<file path="src/rtl/generate_clock_enable_pkg.sv">
// Shared constants and helpers for the clock-enable generator.
// Consumed by generate_clock_enable and mod_counter via import clk_enable_pkg::*.
package clk_enable_pkg;

    localparam int SYS_CLK_FREQ_HZ = 50_000_000;
    localparam int GAME_TICK_MS    = 660;

    // Cycles in a period of `ms` milliseconds; divide first so 32-bit math never overflows.
    function automatic int ms_to_cycles(input int freq_hz, input int ms);
        return (freq_hz / 1000) * ms;
    endfunction

    // Counter width for a modulus; a modulus of 1 still gets one (constant) bit.
    function automatic int count_width(input int modulus);
        return (modulus <= 1) ? 1 : $clog2(modulus);
    endfunction

endpackage

</file>
<file path="src/rtl/generate_clock_enable_if.sv">
// Strobe bundle from the clock-enable generator to its slow consumers.
// phase carries the current counter value, zero-extended, for consumers that need sub-tick position.
interface generate_clock_enable_if;

    logic        six_hundred_sixty_ms;
    logic [31:0] phase;

    modport master (output six_hundred_sixty_ms, output phase);
    modport slave  (input  six_hundred_sixty_ms, input  phase);

endinterface

</file>
<file path="src/rtl/generate_clock_enable_mod_counter.sv">
// Free-running modulo-MODULUS counter with a terminal-count flag.
// Counts 0..MODULUS-1 and wraps explicitly, so power-of-two and odd moduli behave alike.
module mod_counter
    import clk_enable_pkg::*;
#(
    parameter int MODULUS = 4
) (
    input  logic                               clk,
    input  logic                               reset,
    output logic [count_width(MODULUS)-1:0]    count,
    output logic                               terminal
);

    localparam int            CW   = count_width(MODULUS);
    localparam logic [CW-1:0] LAST = CW'(MODULUS - 1);

    always_ff @(posedge clk or negedge reset) begin
        if (!reset) begin
            count <= '0;
        end else if (count == LAST) begin
            count <= '0;
        end else begin
            count <= count + 1'b1;
        end
    end

    // With MODULUS 1 the count is pinned at 0, so the flag is simply "out of reset".
    if (MODULUS == 1) begin : g_unit
        assign terminal = reset;
    end else begin : g_multi
        assign terminal = (count == LAST);
    end

endmodule

</file>
<file path="src/rtl/generate_clock_enable.sv">
// Single-cycle clock-enable strobe every PERIOD_CYCLES clocks (660 ms at 50 MHz by default).
// Define GEN_CLK_ENABLE_SIM_SHORT_EN to use SIM_PERIOD_CYCLES instead for short simulations.
module generate_clock_enable
    import clk_enable_pkg::*;
#(
    parameter int CLK_FREQ_HZ       = SYS_CLK_FREQ_HZ,
    parameter int PERIOD_MS         = GAME_TICK_MS,
    parameter int PERIOD_CYCLES     = ms_to_cycles(CLK_FREQ_HZ, PERIOD_MS),
    parameter int SIM_PERIOD_CYCLES = 4
) (
    input  logic                           clk,
    input  logic                           reset,
    generate_clock_enable_if.master        tick
);

`ifdef GEN_CLK_ENABLE_SIM_SHORT_EN
    localparam int P = SIM_PERIOD_CYCLES;
`else
    localparam int P = PERIOD_CYCLES;
`endif

    localparam int CW = count_width(P);

    if (P < 1) begin : g_bad_period
        $error("generate_clock_enable: period must be at least 1 cycle (got %0d)", P);
    end

    logic [CW-1:0] count;
    logic          terminal;

    mod_counter #(
        .MODULUS (P)
    ) u_counter (
        .clk      (clk),
        .reset    (reset),
        .count    (count),
        .terminal (terminal)
    );

    assign tick.six_hundred_sixty_ms = terminal;
    assign tick.phase                = 32'(count);

endmodule

</file>
<file path="src/flat_wrapper.sv">
// flat-port wrapper written by rule: the top's interface ports become plain ports
module generate_clock_enable_flat import clk_enable_pkg::*;
#(
    parameter int CLK_FREQ_HZ       = SYS_CLK_FREQ_HZ,
    parameter int PERIOD_MS         = GAME_TICK_MS,
    parameter int PERIOD_CYCLES     = ms_to_cycles(CLK_FREQ_HZ, PERIOD_MS),
    parameter int SIM_PERIOD_CYCLES = 4
)
  (clk, reset, tick_six_hundred_sixty_ms, tick_phase);
  generate_clock_enable_if tick_i ();
  input  logic clk;
  input  logic reset;
  output wire logic [$bits(tick_i.six_hundred_sixty_ms)-1:0] tick_six_hundred_sixty_ms;
  output wire logic [$bits(tick_i.phase)-1:0] tick_phase;
  assign tick_six_hundred_sixty_ms = tick_i.six_hundred_sixty_ms;
  assign tick_phase = tick_i.phase;
  generate_clock_enable #(.CLK_FREQ_HZ(CLK_FREQ_HZ), .PERIOD_MS(PERIOD_MS), .PERIOD_CYCLES(PERIOD_CYCLES), .SIM_PERIOD_CYCLES(SIM_PERIOD_CYCLES)) u_core (.clk(clk), .reset(reset), .tick(tick_i));
endmodule
</file>
<file path="config.mk">
export PLATFORM = sky130hd
export DESIGN_NAME = generate_clock_enable_flat
export DESIGN_NICKNAME = d
export VERILOG_FILES = /design/src/rtl/generate_clock_enable_pkg.sv /design/src/rtl/generate_clock_enable_if.sv /design/src/rtl/generate_clock_enable_mod_counter.sv /design/src/rtl/generate_clock_enable.sv /design/src/flat_wrapper.sv
export SDC_FILE = /design/constraint.sdc
export NUM_CORES = 1
export LEC_CHECK = 0
export ABC_AREA = 1
export CORE_MARGIN = 2
export CORE_UTILIZATION = 52
export CTS_BUF_LIST = sky130_fd_sc_hd__clkbuf_4
export DETAILED_ROUTE_END_ITERATION = 12
export PLACE_DENSITY = 0.79
export SYNTH_ARGS = -nofsm -noshare
export SYNTH_HDL_FRONTEND = slang
export SYNTH_SLANG_ARGS = --single-unit
export TNS_END_PERCENT = 1
</file>
<file path="constraint.sdc">
create_clock -name clk -period 1.7 [get_ports clk]
set_clock_uncertainty 0.15 [all_clocks]
set_input_delay 0.255 -clock clk [delete_from_list [all_inputs] [get_ports clk]]
set_output_delay 0.255 -clock clk [all_outputs]
set_load 0.02 [all_outputs]
</file>
# Yosys cells after proc, flatten, opt, wreduce, memory -nomap -nowiden
# Index checks and enable logic that the tools add are counted.
dict set report classes {
  n_eq_ne 1
  addsub 1
  mux 1
}
# cell n
set op_table {}
lappend op_table {{$add A25 B1 Y25 const B} 1}
lappend op_table {{$eq A25 B25 Y1 const B} 1}
lappend op_table {{$mux W25} 1}
dict set report totals {
  word_cells 4
  register_bits 25
  output_inout_bits 33
  in_bits 2
}

# Longest topological paths before layout
# Gate-level depths: netlist of the first run.
dict set report depth {
  ltp_word 2
  ltp_mapped 9
  ltp_nobuf 9
}

# By module
# From an unflattened synthesis of the first run, not the netlist that was laid out.
dict set report hier_totals {
  hier_cells 233
  area_unflattened_um2 1650.3
}
# module area_per_inst_um2 cells_each n_inst seq_area_each_um2
set modules_own_cells {}
lappend modules_own_cells {mod_counter 1594.0 225 1 625.6}
lappend modules_own_cells {generate_clock_enable 56.3 8 1 0.0}

# Least setup slack after synthesis of the first run
# Ideal clock, no wire load.
dict set report synth_path {
  path_type {register to output}
  startpoint {register u_core.u_counter.count[0]}
  endpoint {output port tick_six_hundred_sixty_ms}
  path_buffers 0
  path_stages_with_launch 6
  arrival_ns 1.422
  required_ns 1.295
  path_slack_ns -0.127
  path_cell_list {dfrtp_1 -> ha_1 -> nand3_1 -> nor2_1 -> nand3_2 -> inv_1}
}
dict set report synth_between {
  elab_chain_len 1
}
# item line
set synth_lines {}
lappend synth_lines {{start: declaration} generate_clock_enable_mod_counter.sv:10} ;# output logic [count_width(MODULUS)-1:0] count,
lappend synth_lines {{start signal: assignment} generate_clock_enable_mod_counter.sv:23} ;# count <= count + 1'b1;
lappend synth_lines {{$eq A25 B25 Y1} generate_clock_enable_mod_counter.sv:31} ;# assign terminal = (count == LAST);
lappend synth_lines {{end: declaration} flat_wrapper.sv:13} ;# output wire logic [$bits(tick_i.six_hundred_sixty_ms)-1:0] tick_six_hundred_sixty_ms;
# Every way passes these cells.

# Worst setup path after layout of the first run
dict set report layout_path {
  startpoint {register u_core.u_counter.count[1]}
  endpoint {output port tick_six_hundred_sixty_ms}
}
# The elaborated chain is that of the path after synthesis.

==> Implementation_results.wiki, run 1 <==
{| class="wikitable"
! Metric !! Value
|-
| Ratio of total power to cell area || 419 nW/µm²
|-
| Library cell occupying the most area in the post-synthesis netlist || dfrtp_1
|-
| Critical path endpoint category || output pin
|-
| Filler Cell Count || 225
|-
| Total length of routed wires || 4050 µm
|-
| Final net count || 298
|-
| Number of DRC markers in iteration 0 || 70
|-
| Number of enable flip-flop cells after synthesis || 0
|-
| Top fanout value on the critical path || 2
|-
| Max clock buf depth || 2
|-
| GRT Residual Overflow || 0
|-
| WP depth || 6
|-
| CTS tree || done
|-
| Post-synthesis sequential area ratio || 40.2%
|-
| Most area-consuming cells after synthesis || dfrtp_1 (40%), nand2_1 (14%), nor2_1 (12%), inv_1 (9.2%), xor2_1 (5.6%)
|-
| Depth of the CTS H-tree || 1
|-
| Area of the core || 2810 µm²
|-
| Setup repair after global routing missed its margin || yes
|-
| Antenna violations before repair || 0
|-
| Class of the tightest hold or removal check || input pin to async pin
|-
| Diodes inserted || 0
|-
| Kind of launch point of the worst setup path || flop
|-
| Vias post-DR || 1584
|-
| Sum of net half-perimeters after detailed placement || 2980 µm
|-
| Share of cells above drive strength 1 || 26.5%
|-
| Number of clock sinks seen by CTS || 25
|-
| Starting utilization of the core area || 55.5%
|-
| Proportion of power drawn by combinational gates || 3.1%
|-
| Critical Path Sink || tick_six_hundred_sixty_ms
|-
| Height of the chip || 58.7 µm
|-
| First-pass GRT wire length || 6350 µm
|-
| Hold Violations, Final || 0
|-
| Root buffer cell || clkbuf_4
|-
| Post-route fraction of the period consumed by the critical path || 106%
|-
| Launch point of the critical path || u_core.u_counter.count[1]$_DFF_PN0_
|-
| Netlist cell types || 20
|-
| Largest vdd supply drop || 0.000287 V
|-
| Maximum number of pins on one net before global-route repair || 26
|-
| Registers with the most flip-flops || u_core.u_counter.count x25
|-
| Internal power consumption || 706 µW
|-
| R2r setup slk || 70 ps
|-
| Cell with the most instances after synthesis || nand2_1
|-
| Data arrival time of the worst path || 1390 ps
|-
| WL/cell || 12.4 µm
|-
| Top cells by instance count after synthesis || nand2_1 (56), nor2_1 (49), inv_1 (38)
|-
| Sequential fraction of design power || 64.9%
|-
| Worst path bufs/invs || 2
|-
| Net switching share of the total power || 22.9%
|-
| Cts bufs inserted || 3
|-
| Count of placed standard cells including taps || 317
|-
| Port Buffer Count || 27
|-
| Count of hold buffers inserted by post-cts repair || 0
|-
| Reg2reg end || u_core.u_counter.count[23]$_DFF_PN0_
|-
| Maximum clock frequency || 556 MHz
|-
| Max reg flops || 25
|-
| Placer Congestion || 0.873
|-
| Failing checks || DRC, setup timing
|-
| Mean post-synth cell area || 6.98 µm²
|-
| Reg with most FFs || u_core.u_counter.count
|-
| Die Area || 3450 µm²
|-
| Min Tclk post-route || 1800 ps
|-
| Number of cells in the finished layout apart from fillers || 325
|-
| FFs w/ async S/R, synth || 100%
|-
| Setup Viol. Count Final || 1
|-
| Via-per-instance ratio || 4.87
|-
| Total standard cell area after synthesis || 1560 µm²
|-
| Critical-path top delay cell || dfrtp_2
|-
| Depth of the most critical reg-to-reg path || 9
|-
| GRT Util Overall || 24.4%
|-
| Kind of critical path || flop to output pin
|-
| Area grow syn2layout || 40.6%
|-
| Insertion delay of the later-clocked pin in the worst-skew pair || 330 ps
|-
| DRC || 1
|-
| Final critical-path setup slack || -99.5 ps
|-
| Pleak || 0.00122 µW
|-
| Dpl ws || -268 ps
|-
| Width of the chip || 58.7 µm
|-
| Final Slew Violations || 0
|-
| Ys flop type || dfrtp_1
|-
| Post-synthesis register bit count || 25
|-
| CP peak stage delay || 390 ps
|-
| Fin Hold WS || 120 ps
|-
| Post-place instance area || 2120 µm²
|-
| Remaining number of nets flagged by the antenna check after routing || 0
|-
| Synth warnings || 0
|-
| Clock-pin slew on the worst setup and hold paths || 140 ps
|-
| Outcome || finished with violations
|-
| Data required time of the worst path || 1290 ps
|-
| Net switching power || 210 µW
|-
| Start of the worst register-to-register path || u_core.u_counter.count[1]$_DFF_PN0_
|-
| Cell type group with the largest total delay on the critical path || flip-flops
|-
| CP cell instances || ha_2 > nand3_2 > nor2_4 > nand3_2 > inv_2 > buf_6
|-
| Top cell by count, worst path || nand3_2
|-
| # rows || 19
|-
| Synthesized instance count || 223
|-
| Max Cap Violations || 0
|-
| Total non-filler cell area in the finished layout || 2190 µm²
|-
| Ports || 35
|-
| Via count of the first global-routing pass || 1521
|-
| Detailed-router iteration count before antenna repair || 8
|-
| Proportion of power drawn by the clock network || 31.9%
|-
| Portion of synthesized cell area occupied by the leading cell type || 40.2%
|}
==> logic make-up (layout without fill, tap and decap cells) <==
group	count (synthesis)	in the layout	synth area share, %
other	1	7	0.241
buffers and inverters	45	110	12.5
flip-flops	25	25	40.2
adder cells (fa/ha/maj)	1	1	0.804
AND/OR/NAND/NOR	134	134	37.7
XOR/XNOR	12	12	6.75
AO/OA/AOI/OAI	5	5	1.77
==> cell type report <==
type / instances / area (µm²) / area share, %
multi-input combinational: 159 / 808 / 36.9
sequential: 25 / 628 / 28.7
timing repair buffer: 68 / 541 / 24.7
inverter: 38 / 143 / 6.52
tap: 31 / 38.8 / 1.77
clock buffer: 4 / 30.0 / 1.37
==> per-stage QoR <==
stage / utilization (%) / TNS (ps) / total power (µW)
3_3_place_gp: 75.5 / -222 / 635
4_1_cts: 76.1 / -136 / 914
3_5_place_dp: 75.5 / -268 / 635
5_1_grt: 78.0 / -223 / 946
6_report: 78.0 / -99.5 / 916
2_1_floorplan: - / 0 / 632
==> worst min-delay path by stage <==
stage	slack (ps)	to	depth (start not counted)	start
detailed placement	380	u_core.u_counter.count[0]$_DFF_PN0_	2	u_core.u_counter.count[0]$_DFF_PN0_
floorplan	-190	u_core.u_counter.count[0]$_DFF_PN0_	0	reset
CTS	130	u_core.u_counter.count[19]$_DFF_PN0_	2	reset
global route	150	u_core.u_counter.count[19]$_DFF_PN0_	2	reset
finish	120	u_core.u_counter.count[19]$_DFF_PN0_	2	reset
global placement	370	u_core.u_counter.count[0]$_DFF_PN0_	2	u_core.u_counter.count[0]$_DFF_PN0_
==> power by group through the flow <==
| stage | Combinational (µW) | Clock, µW | Sequential [µW] |
|---|---|---|---|
| floorplan | 25.7 | 0 | 606 |
| global placement | 28.6 | 0 | 606 |
| detailed placement | 28.8 | 0 | 606 |
| CTS | 28.8 | 291 | 595 |
| global route | 32.5 | 319 | 595 |
| finish | 28.7 | 293 | 595 |
==> routing by layer <==
metal  GRT usage, %  wire, µm
met5              0         0
met4           10.7        87
met1           30.6      1770
met3           2.64       149
met2           42.7      2040
==> cell usage in the layout (no fill, tap or decap) <==
cell / Yosys / routed
clkbuf_2: 0 / 2
nand2_2: 2 / 5
inv_2: 0 / 2
nand3_1: 13 / 12
nor2_1: 49 / 41
o21ai_0: 2 / 2
dfrtp_1: 25 / 23
nand3_2: 1 / 2
clkdlybuf4s50_1: 0 / 1
xor2_1: 10 / 10
dfrtp_2: 0 / 2
ha_2: 0 / 1
dlygate4sd2_1: 0 / 23
inv_1: 38 / 36
buf_6: 0 / 1
o21bai_1: 1 / 1
nor2_4: 3 / 6
nor3_1: 1 / 1
a21oi_1: 2 / 2
nand2_4: 2 / 2
conb_1: 1 / 7
buf_4: 7 / 41
nand2_1: 56 / 53
xnor2_1: 2 / 2
nor2_2: 5 / 10
nand4_1: 2 / 2
clkbuf_4: 0 / 4
==> what timing repair did <==
| item | CTS | global route |
|---|---|---|
| buffers inserted | 2 | 2 |
| pin swaps | 2 | 7 |
| setup endpoints to repair | 26 | 9 |
| gates resized for setup | 33 | 18 |
| hold endpoints to repair | 0 | 0 |
Power figures use the tool's default switching activity.
==> run 2, diff against run 1 <==
--- a/config.mk
+++ b/config.mk
@@ -6,11 +6,14 @@
 export NUM_CORES = 1
 export LEC_CHECK = 0
 export ABC_AREA = 1
+export ABC_CLOCK_PERIOD_IN_PS = 1700
 export CORE_MARGIN = 2
 export CORE_UTILIZATION = 52
 export CTS_BUF_LIST = sky130_fd_sc_hd__clkbuf_4
 export DETAILED_ROUTE_END_ITERATION = 12
 export PLACE_DENSITY = 0.79
+export SKIP_CTS_REPAIR_TIMING = 1
+export SLEW_MARGIN = 30
 export SYNTH_ARGS = -nofsm -noshare
 export SYNTH_HDL_FRONTEND = slang
 export SYNTH_SLANG_ARGS = --single-unit
==> run 2 against run 1 <==
  * The run still ends with DRC, setup timing left
  * Die area unchanged
  * Setup slack got worse by 28 ps
  * Core utilization increased by 1.7 points
  * Final cell count decreased by 0.92%
  * Critical endpoint unchanged
  * Largest cell class unchanged
==> Implementation_results.wiki, run 2 (synthesized netlist as in run 1, its figures left out) <==
{| class="wikitable"
! Metric !! Value
|-
| Outcome || finished with violations
|-
| Failing checks || DRC, setup timing
|-
| Pleak || 0.00152 µW (+25%)
|-
| Fin Hold WS || 130 ps (+9.60 ps)
|-
| Via count of the first global-routing pass || 1487 (-2.2%)
|-
| Total power || 912 µW (-0.44%)
|-
| # rows || 19 (unchanged)
|-
| Max Cap Violations || 0 (unchanged)
|-
| Kind of launch point of the worst setup path || flop
|-
| Hold Violations, Final || 0 (unchanged)
|-
| Share of cells above drive strength 1 || 23.0% (-3.5 points)
|-
| Min Tclk post-route || 1830 ps (+27.9 ps)
|-
| Data required time of the worst path || 1290 ps (about the same)
|-
| Most used cells in the layout excluding fill and tap cells || nand2_1 (56), nor2_1 (41), buf_4 (38)
|-
| Port Buffer Count || 27 (unchanged)
|-
| Reg with most FFs || u_core.u_counter.count
|-
| Remaining number of nets flagged by the antenna check after routing || 0 (unchanged)
|-
| Largest vdd supply drop || 0.000288 V (+0.19%)
|-
| Final critical-path setup slack || -127 ps (-27.9 ps)
|-
| Maximum clock frequency || 547 MHz (-1.5%)
|-
| Seq. cell area || 628 µm² (unchanged)
|-
| Clock-pin slew on the worst setup and hold paths || 140 ps (about the same)
|-
| Filler Cell Count || 205 (-8.9%)
|-
| Die Area || 3450 µm² (unchanged)
|-
| Setup Viol. Count Final || 1 (unchanged)
|-
| Root buffer cell || clkbuf_4
|-
| Most common cell after layout, fill and taps aside || nand2_1
|-
| Ports || 35 (unchanged)
|-
| Area grow syn2layout || 43.6%
|-
| Critical path endpoint category || output pin
|-
| Area of the core || 2810 µm² (unchanged)
|-
| Insertion delay of the later-clocked pin in the worst-skew pair || 320 ps (about the same)
|-
| GRT Residual Overflow || 0 (unchanged)
|-
| Cts bufs inserted || 3 (unchanged)
|-
| Final cell utilization of the core || 79.7% (+1.7 points)
|-
| Final net count || 295 (-1.0%)
|-
| Max reg flops || 25 (unchanged)
|-
| WL/cell || 12.2 µm (-1.8%)
|-
| Ratio of total power to cell area || 408 nW/µm² (-2.6%)
|-
| Diodes inserted || 0 (unchanged)
|-
| First-pass GRT wire length || 6200 µm (-2.4%)
|-
| Class of the tightest hold or removal check || input pin to async pin
|-
| Sum of net half-perimeters after detailed placement || 2980 µm (unchanged)
|-
| Final Slew Violations || 0 (unchanged)
|-
| Top fanout value on the critical path || 2 (unchanged)
|-
| DRC || 1 (unchanged)
|-
| Starting utilization of the core area || 55.5% (unchanged)
|-
| Height of the chip || 58.7 µm (unchanged)
|-
| Number of DRC markers in iteration 0 || 101 (+44%)
|-
| Total length of routed wires || 3940 µm (-2.7%)
|-
| Max clock buf depth || 2 (unchanged)
|-
| Placer Congestion || 0.873 (unchanged)
|-
| Setup repair after global routing missed its margin || yes
|-
| Antenna violations before repair || 0 (unchanged)
|-
| Detailed-router iteration count before antenna repair || 8 (unchanged)
|-
| Registers with the most flip-flops || u_core.u_counter.count x25
|-
| Data arrival time of the worst path || 1420 ps (+30 ps)
|-
| Depth of the CTS H-tree || 1 (unchanged)
|-
| Width of the chip || 58.7 µm (unchanged)
|-
| Vias post-DR || 1535 (-3.1%)
|-
| Maximum number of pins on one net before global-route repair || 26 (unchanged)
|-
| Post-route fraction of the period consumed by the critical path || 107% (+1.6 points)
|-
| GRT Util Overall || 23.9% (-0.56 points)
|-
| Kind of critical path || flop to output pin
|-
| Number of clock sinks seen by CTS || 25 (unchanged)
|-
| Area occupied by multi-input gates || 783 µm² (-3.1%)
|-
| Via-per-instance ratio || 4.77 (-2.2%)
|-
| CTS tree || done
|}
run 2: cell types whose count changed in the layout (fill, tap and decap cells not counted), moves of 3 or more:
cell            change
buf_4               -3
nand2_2             -3
nand2_1             +3
dlymetal6s2s_1     +25
dlygate4sd2_1      -23
run 2: area by class of cell:
type,instances,area share [%]
Sequential cell,25,28.1
Timing Repair Buffer,65,27.4
Tap cell,31,1.73
Clock buffer,4,1.34
Multi-Input combinational cell,159,35.0
Inverter,38,6.38
run 2: stage by stage:
stage          instances  instance area, µm²  TNS, ps  setup slack (ps)
2_1_floorplan        229                1580        0              34.1
3_3_place_gp         317                2120     -222              -222
3_5_place_dp         317                2120     -268              -268
4_1_cts              321                2150    -3890              -649
5_1_grt              322                2240     -212              -209
6_report             322                2240     -127              -127
run 2: layer usage:
metal / routed length, µm / up-vias / GRT usage (%) / share of wire (%)
met5: 0 / - / 0 / 0
met4: 88 / 0 / 10.1 / 2.2
met3: 147 / 9 / 2.42 / 3.7
met2: 1950 / 39 / 41.4 / 50
met1: 1750 / 704 / 30.4 / 44
li1: - / 783 / - / -
run 2: worst paths after layout:
path                                                           start                                   end  slack [ps]  cells past startpoint
worst max-delay path            u_core.u_counter.count[18]$_DFF_PN0_             tick_six_hundred_sixty_ms        -130                      7
worst min-delay path                                           reset   u_core.u_counter.count[6]$_DFF_PN0_         130                      2
worst max register to register   u_core.u_counter.count[3]$_DFF_PN0_  u_core.u_counter.count[23]$_DFF_PN0_         140                      8
worst min register to register   u_core.u_counter.count[0]$_DFF_PN0_   u_core.u_counter.count[0]$_DFF_PN0_         390                      2
max in group asynchronous                                      reset   u_core.u_counter.count[0]$_DFF_PN0_        1010                      2
min in group clk                 u_core.u_counter.count[0]$_DFF_PN0_   u_core.u_counter.count[0]$_DFF_PN0_         390                      2
run 2: worst max-delay path: stages, from the launching register on:
cell and delay, ps:
dfrtp_1 370, nand2_1 100, nor2_2 150, inv_1 70, nor2_2 120, nand3_2 100, inv_2 60, buf_2 150
run 2: report_power, final:
| group | switching [µW] | internal [µW] |
|---|---|---|
| Clock | 181 | 108 |
| Combinational | 25.3 | 3.52 |
| Sequential | 0 | 595 |
==> run 3, diff against run 2 <==
--- a/config.mk
+++ b/config.mk
@@ -7,9 +7,9 @@
 export LEC_CHECK = 0
 export ABC_AREA = 1
 export ABC_CLOCK_PERIOD_IN_PS = 1700
-export CORE_MARGIN = 2
 export CORE_UTILIZATION = 52
 export CTS_BUF_LIST = sky130_fd_sc_hd__clkbuf_4
+export CTS_CLUSTER_SIZE = 40
 export DETAILED_ROUTE_END_ITERATION = 12
 export PLACE_DENSITY = 0.79
 export SKIP_CTS_REPAIR_TIMING = 1
==> run 3 against run 2 <==
  * Clock power is essentially flat
  * Register-to-register slack lost 60 ps
  * Sequential power is essentially flat
  * Flip-flop and latch count is the same
  * Global-route usage grew 1.5 points
  * Final cell count shrank 0.31%
  * The run still ends with DRC, setup timing left
  * Non-clock buffer count shrank 1
  * Critical endpoint unchanged
  * Highest routed layer unchanged
  * Total power grew 0.24%
==> Implementation_results.wiki, run 3 (synthesized netlist as in run 1, its figures left out) <==
{| class="wikitable"
! Metric !! Value
|-
| Outcome || finished with violations
|-
| Hold Violations, Final || 0 (unchanged)
|-
| Placer Congestion || 0.849 (-2.7%)
|-
| Failing checks || DRC, setup timing
|-
| Root buffer cell || clkbuf_4
|-
| Area of the core || 2810 µm² (unchanged)
|-
| Width of the chip || 56.7 µm (-3.4%)
|-
| # rows || 19 (unchanged)
|-
| Dpl ws || -242 ps (+25.9 ps)
|-
| Via-per-instance ratio || 4.90 (+2.9%)
|-
| Fin Hold WS || 131 ps (+0.987 ps)
|-
| Reg with most FFs || u_core.u_counter.count
|-
| Class of the tightest hold or removal check || input pin to async pin
|-
| Total length of routed wires || 3960 µm (+0.61%)
|-
| Total power || 914 µW (+0.24%)
|-
| Most used cells in the layout excluding fill and tap cells || nand2_1 (54), nor2_1 (38), inv_1 (36), buf_4 (36), dlymetal6s2s_1 (25)
|-
| Vias post-DR || 1574 (+2.5%)
|-
| Setup Viol. Count Final || 1 (unchanged)
|-
| Die Area || 3220 µm² (-6.7%)
|-
| Registers with the most flip-flops || u_core.u_counter.count x25
|-
| Critical path endpoint category || output pin
|-
| GRT Util Overall || 25.4% (+1.5 points)
|-
| Post-Route Setup TNS || -225 ps (-98.0 ps)
|-
| Data required time of the worst path || 1290 ps (about the same)
|-
| Final Slew Violations || 0 (unchanged)
|-
| Remaining number of nets flagged by the antenna check after routing || 0 (unchanged)
|-
| Cts bufs inserted || 3 (unchanged)
|-
| WL/cell || 12.3 µm (+0.92%)
|-
| Final critical-path setup slack || -225 ps (-98.0 ps)
|-
| Pleak || 0.00151 µW (-0.23%)
|-
| Maximum clock frequency || 519 MHz (-5.1%)
|-
| DRC || 2 (+1)
|-
| Filler Cell Count || 192 (-6.3%)
|-
| Min Tclk post-route || 1930 ps (+98.0 ps)
|-
| Via count of the first global-routing pass || 1470 (-1.1%)
|-
| Kind of critical path || flop to output pin
|-
| Max reg flops || 25 (unchanged)
|-
| Maximum number of pins on one net before global-route repair || 26 (unchanged)
|-
| Share of cells above drive strength 1 || 24.8% (+1.8 points)
|-
| CTS tree || done
|-
| Detailed-router iteration count before antenna repair || 8 (unchanged)
|-
| Data arrival time of the worst path || 1520 ps (+100 ps)
|-
| Diodes inserted || 0 (unchanged)
|-
| Clock-pin slew on the worst setup and hold paths || 140 ps (about the same)
|-
| Number of DRC markers in iteration 0 || 67 (-34%)
|-
| Insertion delay of the later-clocked pin in the worst-skew pair || 320 ps (about the same)
|-
| Sum of net half-perimeters after detailed placement || 2830 µm (-4.8%)
|-
| Number of clock sinks seen by CTS || 25 (unchanged)
|-
| Area grow syn2layout || 44.6%
|-
| Seq. cell area || 628 µm² (unchanged)
|-
| Height of the chip || 56.7 µm (-3.4%)
|-
| Final cell utilization of the core || 80.2% (+0.54 points)
|-
| Ratio of total power to cell area || 406 nW/µm² (-0.42%)
|-
| Starting utilization of the core area || 55.5% (unchanged)
|-
| Post-route fraction of the period consumed by the critical path || 113% (+5.8 points)
|-
| Kind of launch point of the worst setup path || flop
|-
| Antenna violations before repair || 0 (unchanged)
|-
| Max Cap Violations || 0 (unchanged)
|-
| Setup repair after global routing missed its margin || yes
|-
| Max clock buf depth || 2 (unchanged)
|-
| Largest vdd supply drop || 0.000432 V (+50%)
|-
| Most common cell after layout, fill and taps aside || nand2_1
|-
| Depth of the CTS H-tree || 1 (unchanged)
|-
| Ports || 35 (unchanged)
|-
| GRT Residual Overflow || 0 (unchanged)
|-
| Port Buffer Count || 27 (unchanged)
|-
| First-pass GRT wire length || 6350 µm (+2.4%)
|-
| Top fanout value on the critical path || 3 (+1)
|-
| Final net count || 294 (-0.34%)
|-
| Area occupied by multi-input gates || 796 µm² (+1.6%)
|}
[run 3: changes by cell type in the layout (fill, tap and decap cells not counted), sizes merged]
cell	before	now
buf	39	38
[run 3: per-stage QoR]
| stage | cells | cell area [µm²] |
|---|---|---|
| 3_3_place_gp | 317 | 2120 |
| 6_report | 321 | 2250 |
| 4_1_cts | 321 | 2150 |
| 5_1_grt | 321 | 2250 |
| 3_5_place_dp | 317 | 2120 |
| 2_1_floorplan | 229 | 1580 |
[run 3: critical path, cell delays in order, from the launching register on]
cell,delay (ps)
dfrtp_1,370
nand2_1,80
nor2_2,170
nand2_1,130
nor2_2,170
nand3_2,110
inv_2,70
buf_6,110
[run 3: path summary, 6_finish.rpt]
check | from | to | slack [ps] | depth (start not counted)
max | u_core.u_counter.count[21]$_DFF_PN0_ | tick_six_hundred_sixty_ms | -230 | 7
max reg2reg | u_core.u_counter.count[0]$_DFF_PN0_ | u_core.u_counter.count[18]$_DFF_PN0_ | 80 | 10
min in group clk | u_core.u_counter.count[0]$_DFF_PN0_ | u_core.u_counter.count[0]$_DFF_PN0_ | 390 | 2
min | reset | u_core.u_counter.count[8]$_DFF_PN0_ | 130 | 2
min reg2reg | u_core.u_counter.count[0]$_DFF_PN0_ | u_core.u_counter.count[0]$_DFF_PN0_ | 390 | 2
max in group asynchronous | reset | u_core.u_counter.count[1]$_DFF_PN0_ | 1010 | 2
[run 3: cell type report]
class                           instances  share of cell area (%)
Clock buffer                            4                    1.33
Inverter                               38                    6.34
Multi-Input combinational cell        159                    35.4
Sequential cell                        25                    27.9
Tap cell                               31                    1.72
Timing Repair Buffer                   64                    27.3
[run 3: per-layer routing]
layer	global-route usage [%]	wire length (µm)	vias to the layer above	part of all wire (%)
met1	33.3	1740	735	44
li1	-	-	778	-
met2	44.7	1960	53	50
met4	5.00	78	0	2.0
met5	0	0	-	0
met3	3.00	177	8	4.5
[run 3: where the power goes]
part | internal (µW) | switching (µW)
sequential | 595 | 0
combinational | 3.52 | 25.3
clock | 108 | 183
